`src/rtl/cache_pkg.sv`:
```
// cache_pkg: shared sizing, FSM states and grant encoding for the cache fill arbiter
package cache_pkg;
  localparam int ADDR_W = 16;
  localparam int DATA_W = 16;
  localparam int WORDS = 8;
  localparam int MEM_LAT = 4;
  localparam int BLOCK_OFF = 4;
  typedef enum logic [1:0] {IDLE, FILL, META} state_t;
  typedef enum logic {GNT_I, GNT_D} gnt_t;
endpackage

```
`src/rtl/fill_counter.sv`:
```
// fill_counter: issue and return word counters for one block fill, saturating at WORDS
module fill_counter
  import cache_pkg::*;
(
  input  logic       clk,
  input  logic       rst,
  input  logic       clr,
  input  logic       issue_inc,
  input  logic       ret_inc,
  output logic [3:0] issue_cnt,
  output logic [3:0] ret_cnt,
  output logic       issue_full,
  output logic       ret_full
);
  assign issue_full = issue_cnt == 4'(WORDS);
  assign ret_full = ret_cnt == 4'(WORDS);
  always_ff @(posedge clk)
    if (rst || clr) begin
      issue_cnt <= '0;
      ret_cnt <= '0;
    end else begin
      if (issue_inc && !issue_full) issue_cnt <= issue_cnt + 4'd1;
      if (ret_inc && !ret_full) ret_cnt <= ret_cnt + 4'd1;
    end
endmodule

```
`src/rtl/cache_fill_arbiter.sv`:
```
// cache_fill_arbiter: grants I/D cache misses to memory and streams the block back into the winner
module cache_fill_arbiter
  import cache_pkg::*;
(
  input  logic              clk,
  input  logic              rst,
  input  logic              icache_miss,
  input  logic [ADDR_W-1:0] icache_addr,
  input  logic              dcache_miss,
  input  logic [ADDR_W-1:0] dcache_addr,
  output logic              mem_rd_en,
  output logic [ADDR_W-1:0] mem_addr,
  input  logic              mem_rd_valid,
  input  logic [DATA_W-1:0] mem_rd_data,
  output logic [DATA_W-1:0] fill_data,
  output logic [2:0]        fill_word,
  output logic              i_data_we,
  output logic              d_data_we,
  output logic              i_meta_we,
  output logic              d_meta_we,
  output logic              icache_fill_done,
  output logic              dcache_fill_done,
  output logic              busy
);
  state_t state;
  gnt_t gnt;
  logic [ADDR_W-1:0] base, req_addr;
  logic [3:0] issue_cnt, ret_cnt;
  logic issue_full, ret_full, wr;
  fill_counter u_cnt (
    .clk(clk),
    .rst(rst),
    .clr(state != FILL),
    .issue_inc(mem_rd_en),
    .ret_inc(wr),
    .issue_cnt(issue_cnt),
    .ret_cnt(ret_cnt),
    .issue_full(issue_full),
    .ret_full(ret_full)
  );
  always_comb begin
    req_addr = dcache_miss ? dcache_addr : icache_addr;
    mem_rd_en = state == FILL && !issue_full;
    mem_addr = mem_rd_en ? base | ADDR_W'({issue_cnt[2:0], 1'b0}) : '0;
    wr = state == FILL && mem_rd_valid && !ret_full;
    fill_data = wr ? mem_rd_data : '0;
    fill_word = wr ? ret_cnt[2:0] : '0;
    i_data_we = wr && gnt == GNT_I;
    d_data_we = wr && gnt == GNT_D;
    i_meta_we = state == META && gnt == GNT_I;
    d_meta_we = state == META && gnt == GNT_D;
    icache_fill_done = i_meta_we;
    dcache_fill_done = d_meta_we;
    busy = state != IDLE;
  end
  // D wins ties: its miss comes from the older MEM stage
  always_ff @(posedge clk)
    if (rst) begin
      state <= IDLE;
      gnt <= GNT_I;
      base <= '0;
    end else begin
      state <= state == IDLE ? (dcache_miss || icache_miss ? FILL : IDLE)
             : state == FILL ? (wr && ret_cnt == 4'(WORDS - 1) ? META : FILL)
             : IDLE;
      if (state == IDLE) begin
        gnt <= dcache_miss ? GNT_D : GNT_I;
        base <= req_addr & ~ADDR_W'((1 << BLOCK_OFF) - 1);
      end
    end
endmodule

```
`config.mk`:
```
export PLATFORM = sky130hd
export DESIGN_NAME = cache_fill_arbiter
export DESIGN_NICKNAME = d
export VERILOG_FILES = /design/src/rtl/cache_pkg.sv /design/src/rtl/fill_counter.sv /design/src/rtl/cache_fill_arbiter.sv
export SDC_FILE = /design/constraint.sdc
export NUM_CORES = 1
export LEC_CHECK = 0
export CAP_MARGIN = 20
export CORE_MARGIN = 1.5
export CORE_UTILIZATION = 36
export CTS_BUF_LIST = sky130_fd_sc_hd__clkbuf_4
export DETAILED_ROUTE_END_ITERATION = 6
export PLACE_DENSITY = 0.83
export SLEW_MARGIN = 15
export SYNTH_ARGS = -nofsm -noshare
export SYNTH_HDL_FRONTEND = slang
export SYNTH_SLANG_ARGS = --single-unit
```
`constraint.sdc`:
```
create_clock -name clk -period 1.8 [get_ports clk]
set_input_delay 0.27 -clock clk [delete_from_list [all_inputs] [get_ports clk]]
set_output_delay 0.27 -clock clk [all_outputs]
set_load 0.02 [all_outputs]
```
==> impl_metrics.py <==
metrics = {
    "run_status": {
        "run_status": "complete, but fails checks",
        "failed_checks": "negative setup slack",
    },
    "pwr": {
        "vdd_drop_max_mv": 0.3595,
        "total_leakage_power_nw": 1.264,
        "total_power_mw": 1.197,
        "powerDensity_nw_per_um2": 440.2,
    },
    "worst_setup_path": {
        "critical_path.endpoint_type": "output port",
        "worstPathCellList": "inv_2 > ha_4 > nand3b_1 > buf_6 > clkbuf_16 > and3_4 > buf_6",
        "crit_arrival_ns": 1.57,
        "cp_data_required_time_ns": 1.53,
        "cpPeakStageDelay_ns": 0.37,
        "worstPathMaxFanout": 4,
        "path_class": "reg -> out",
        "cp-start-kind": "flop",
        "cp_common_cell": "buf_6",
        "timing.critical_path.slowest_stage_cell": "dfxtp_2",
    },
    "route": {
        "totalWireLength_mm": 4.686,
        "dr_wl_met3_um": 264,
        "detail_route.wl_per_cell_um": 14.37,
        "drt-initial-drc-count": 36,
        "drtPass1Iterations": 4,
        "postRouteAntennaNets": 0,
        "post_drt_via_cell_ratio": 4.982,
        "highest-signal-layer": "met4",
        "post-route-drc-count": 0,
        "detailroute.via_count": 1624,
        "route.met2.wl_mm": 2.455,
        "detail_route.wirelength.met1_mm": 1.904,
    },
    "timing": {
        "slew_violations": 0,
        "period_share": 1.023,
        "report.final.hold_viol_count": 0,
        "final.setup.worst_slack_ns": -0.04135,
        "number_of_endpoints_failing_setup_at_the_final_stage": 16,
        "skew_ns": 0.009348,
        "fmaxAchievable_ghz": 0.5431,
        "period_minus_slack_ns": 1.841,
        "setup_repair_after_global_routing_missed_its_margin": "yes",
    },
    "finish": {
        "design.final.nets": 336,
        "area_occupied_by_registers_um2": 467.9,
        "area_growth_syn_to_layout_pct": 99.18,
        "post_route_cells_drive_above_1_share": 0.4317,
        "multi_input_area_um2": 949.7,
        "antenna_cells_inserted": 0,
        "post_layout_nonfiller_instances": 326,
        "fillCellCount": 268,
    },
    "synth": {
        "edff_count_synth": 0,
        "postSynthCellCount": 166,
        "syn-num-nets": 223,
        "synthesis.yosys.warnings": 0,
        "syn-mean-instance-area_um2": 8.223,
        "synth_top_flop_cell": "dfxtp_1",
        "async_reset_ff_frac": 0,
        "ys_seq_area_frac": 0.3373,
        "ys_ff_latch": 23,
        "synth_cell_type_count": 33,
        "syn_area_um2": 1365,
    },
    "clock_network": {
        "cts-buffers-inserted": 3,
        "clock_sink_count": 23,
        "root_buffer": "clkbuf_4",
        "insertion_delay_ns": 0.31,
        "clockBufferDepth": 2,
        "cts_hold_repair.buffers": 0,
        "clk_pin_slew_ns": 0.13,
        "clock_tree_from_tritoncts": "yes",
        "h-tree-depth": 1,
    },
    "die": {
        "io-pin-count": 96,
        "num_rows": 22,
        "chipHeight_um": 64.58,
        "chipWidth_um": 64.58,
        "die_ar_um2": 4170,
        "initial_utilization": 0.3729,
        "core_region_area_um2": 3661,
    },
    "global_routing": {
        "overflow": 0,
        "largest_net_degree_at_the_start_of_global_routing": 26,
        "grt_first_pass_wirelength_mm": 6.527,
        "grt_usage": 0.1960,
        "number_of_antenna_violations_at_the_first_check_in_global_routing": 0,
        "via_count_of_the_first_global_routing_pass": 1473,
    },
    "placement": {
        "i_o_buffers": 86,
        "dp_cells": 313,
        "gpl.final_weighted_congestion": 0.8181,
        "detailed_place_hpwl_mm": 3.093,
    },
    "job": {
        "maxCapViolations": 0,
    },
    "hold_path": {
        "timing.hold.worst.class": "reg -> reg",
    },
}
==> critical path: cells and delay by family, from the launching register on <==
kind	cells	cell delay [ns]
adder cells (fa/ha/maj)	1	0.15
buffers and inverters	4	0.46
flip-flops	1	0.37
AND/OR/NAND/NOR	2	0.28
==> final timing paths <==
kind	startpoint	end	slack, ns	depth (start not counted)
max reg2reg	u_cnt.ret_cnt[1]	u_cnt.ret_cnt[2]	0.11	7
min	base[14]	base[14]	0.51	2
min reg2reg	base[14]	base[14]	0.51	2
max	u_cnt.ret_cnt[1]	fill_data[4]	-0.04	7
==> layer usage <==
layer / vias up / track usage
met1: 745 / 0.2122
met2: 55 / 0.3646
li1: 818 / -
met5: - / 0
met3: 6 / 0.05903
met4: 0 / 0.05851
==> timing repair <==
action | 4_1_cts | 5_1_grt
resized for setup | 160 | 92
cloned | 0 | 4
endpoints found under the hold margin | 0 | 0
endpoints found under the setup margin | 42 | 39
pin swaps | 0 | 14
setup buffers | 0 | 5
==> metrics by stage <==
| stage | worst slack (ns) | hold WS (ns) | TNS [ns] | cell area (um^2) | utilization |
|---|---|---|---|---|---|
| 2_1_floorplan | 0.1394 | 0.3428 | 0 | 1365 | - |
| 3_3_place_gp | -0.3170 | 0.4796 | -6.762 | 2456 | 0.6709 |
| 3_5_place_dp | -0.3615 | 0.4865 | -7.561 | 2456 | 0.6709 |
| 4_1_cts | 0.002636 | 0.5046 | 0 | 2317 | 0.6329 |
| 5_1_grt | -0.1025 | 0.5332 | -1.964 | 2719 | 0.7427 |
| 6_report | -0.04135 | 0.5060 | -0.3110 | 2719 | 0.7427 |
==> cells in the mapped netlist (all sizes together), types with 3 or more instances <==
library cell	number	area [um^2]
and3	31	193.9
dfxtp	23	460.4
nor2	16	60.06
a211oi	12	90.09
mux2i	12	120.1
clkbuf	11	42.54
inv	7	26.28
buf	6	37.53
a21oi	4	20.02
ha	4	50.05
nand2	4	15.01
nor3	4	20.02
and2	3	18.77
and3b	3	26.28
nand3	3	15.01
nand3b	3	22.52
nand4b	3	26.28
nor3b	3	22.52
==> logic make-up (layout without fill, tap and decap cells) <==
group                    Yosys count  after routing  synth area share
buffers and inverters             24            136           0.07791
adder cells (fa/ha/maj)            4              4           0.03667
other                              1              1          0.002747
flip-flops                        23             23            0.3373
XOR/XNOR                           2              2           0.01283
multiplexers                      12             12           0.08800
AO/OA/AOI/OAI                     20             20            0.1017
AND/OR/NAND/NOR                   80             80            0.3428
==> layout make-up <==
cell class | count | area share
Tap cell | 48 | 0.02209
Clock inverter | 1 | 0.001841
Sequential cell | 23 | 0.1721
Inverter | 7 | 0.009664
Clock buffer | 3 | 0.008283
Multi-Input combinational cell | 119 | 0.3493
Timing Repair Buffer | 125 | 0.4367
==> registers in the layout, summed over array words and instances (netlist names) <==
signal           flops
base                12
gnt                  1
state                2
u_cnt.issue_cnt      4
u_cnt.ret_cnt        4
==> cells in the final DEF, fill, tap and decap left out, types with 3 or more instances in the layout <==
| cell | n |
|---|---|
| a211oi_1 | 12 |
| a21oi_1 | 4 |
| and2_1 | 3 |
| and3_1 | 7 |
| and3_4 | 24 |
| buf_2 | 10 |
| buf_4 | 32 |
| buf_6 | 28 |
| clkbuf_2 | 3 |
| clkbuf_4 | 3 |
| clkdlybuf4s50_1 | 44 |
| dfxtp_1 | 17 |
| dfxtp_2 | 6 |
| dlygate4sd2_1 | 3 |
| inv_1 | 3 |
| inv_2 | 4 |
| mux2i_1 | 12 |
| nand2_1 | 4 |
| nand3_1 | 3 |
| nand3b_1 | 3 |
| nand4b_1 | 3 |
| nor2_1 | 16 |
| nor3_1 | 3 |
| nor3b_1 | 3 |
==> where the power goes <==
part / internal, mW / total (mW) / switching, mW / leakage (nW)
sequential: 0.538 / 0.555 / 0.0168 / 0.192
clock: 0.0830 / 0.243 / 0.160 / 0.0177
combinational: 0.236 / 0.399 / 0.164 / 1.05
total: 0.857 / 1.20 / 0.340 / 1.26
Note: power is estimated with default switching activity, not from simulation.
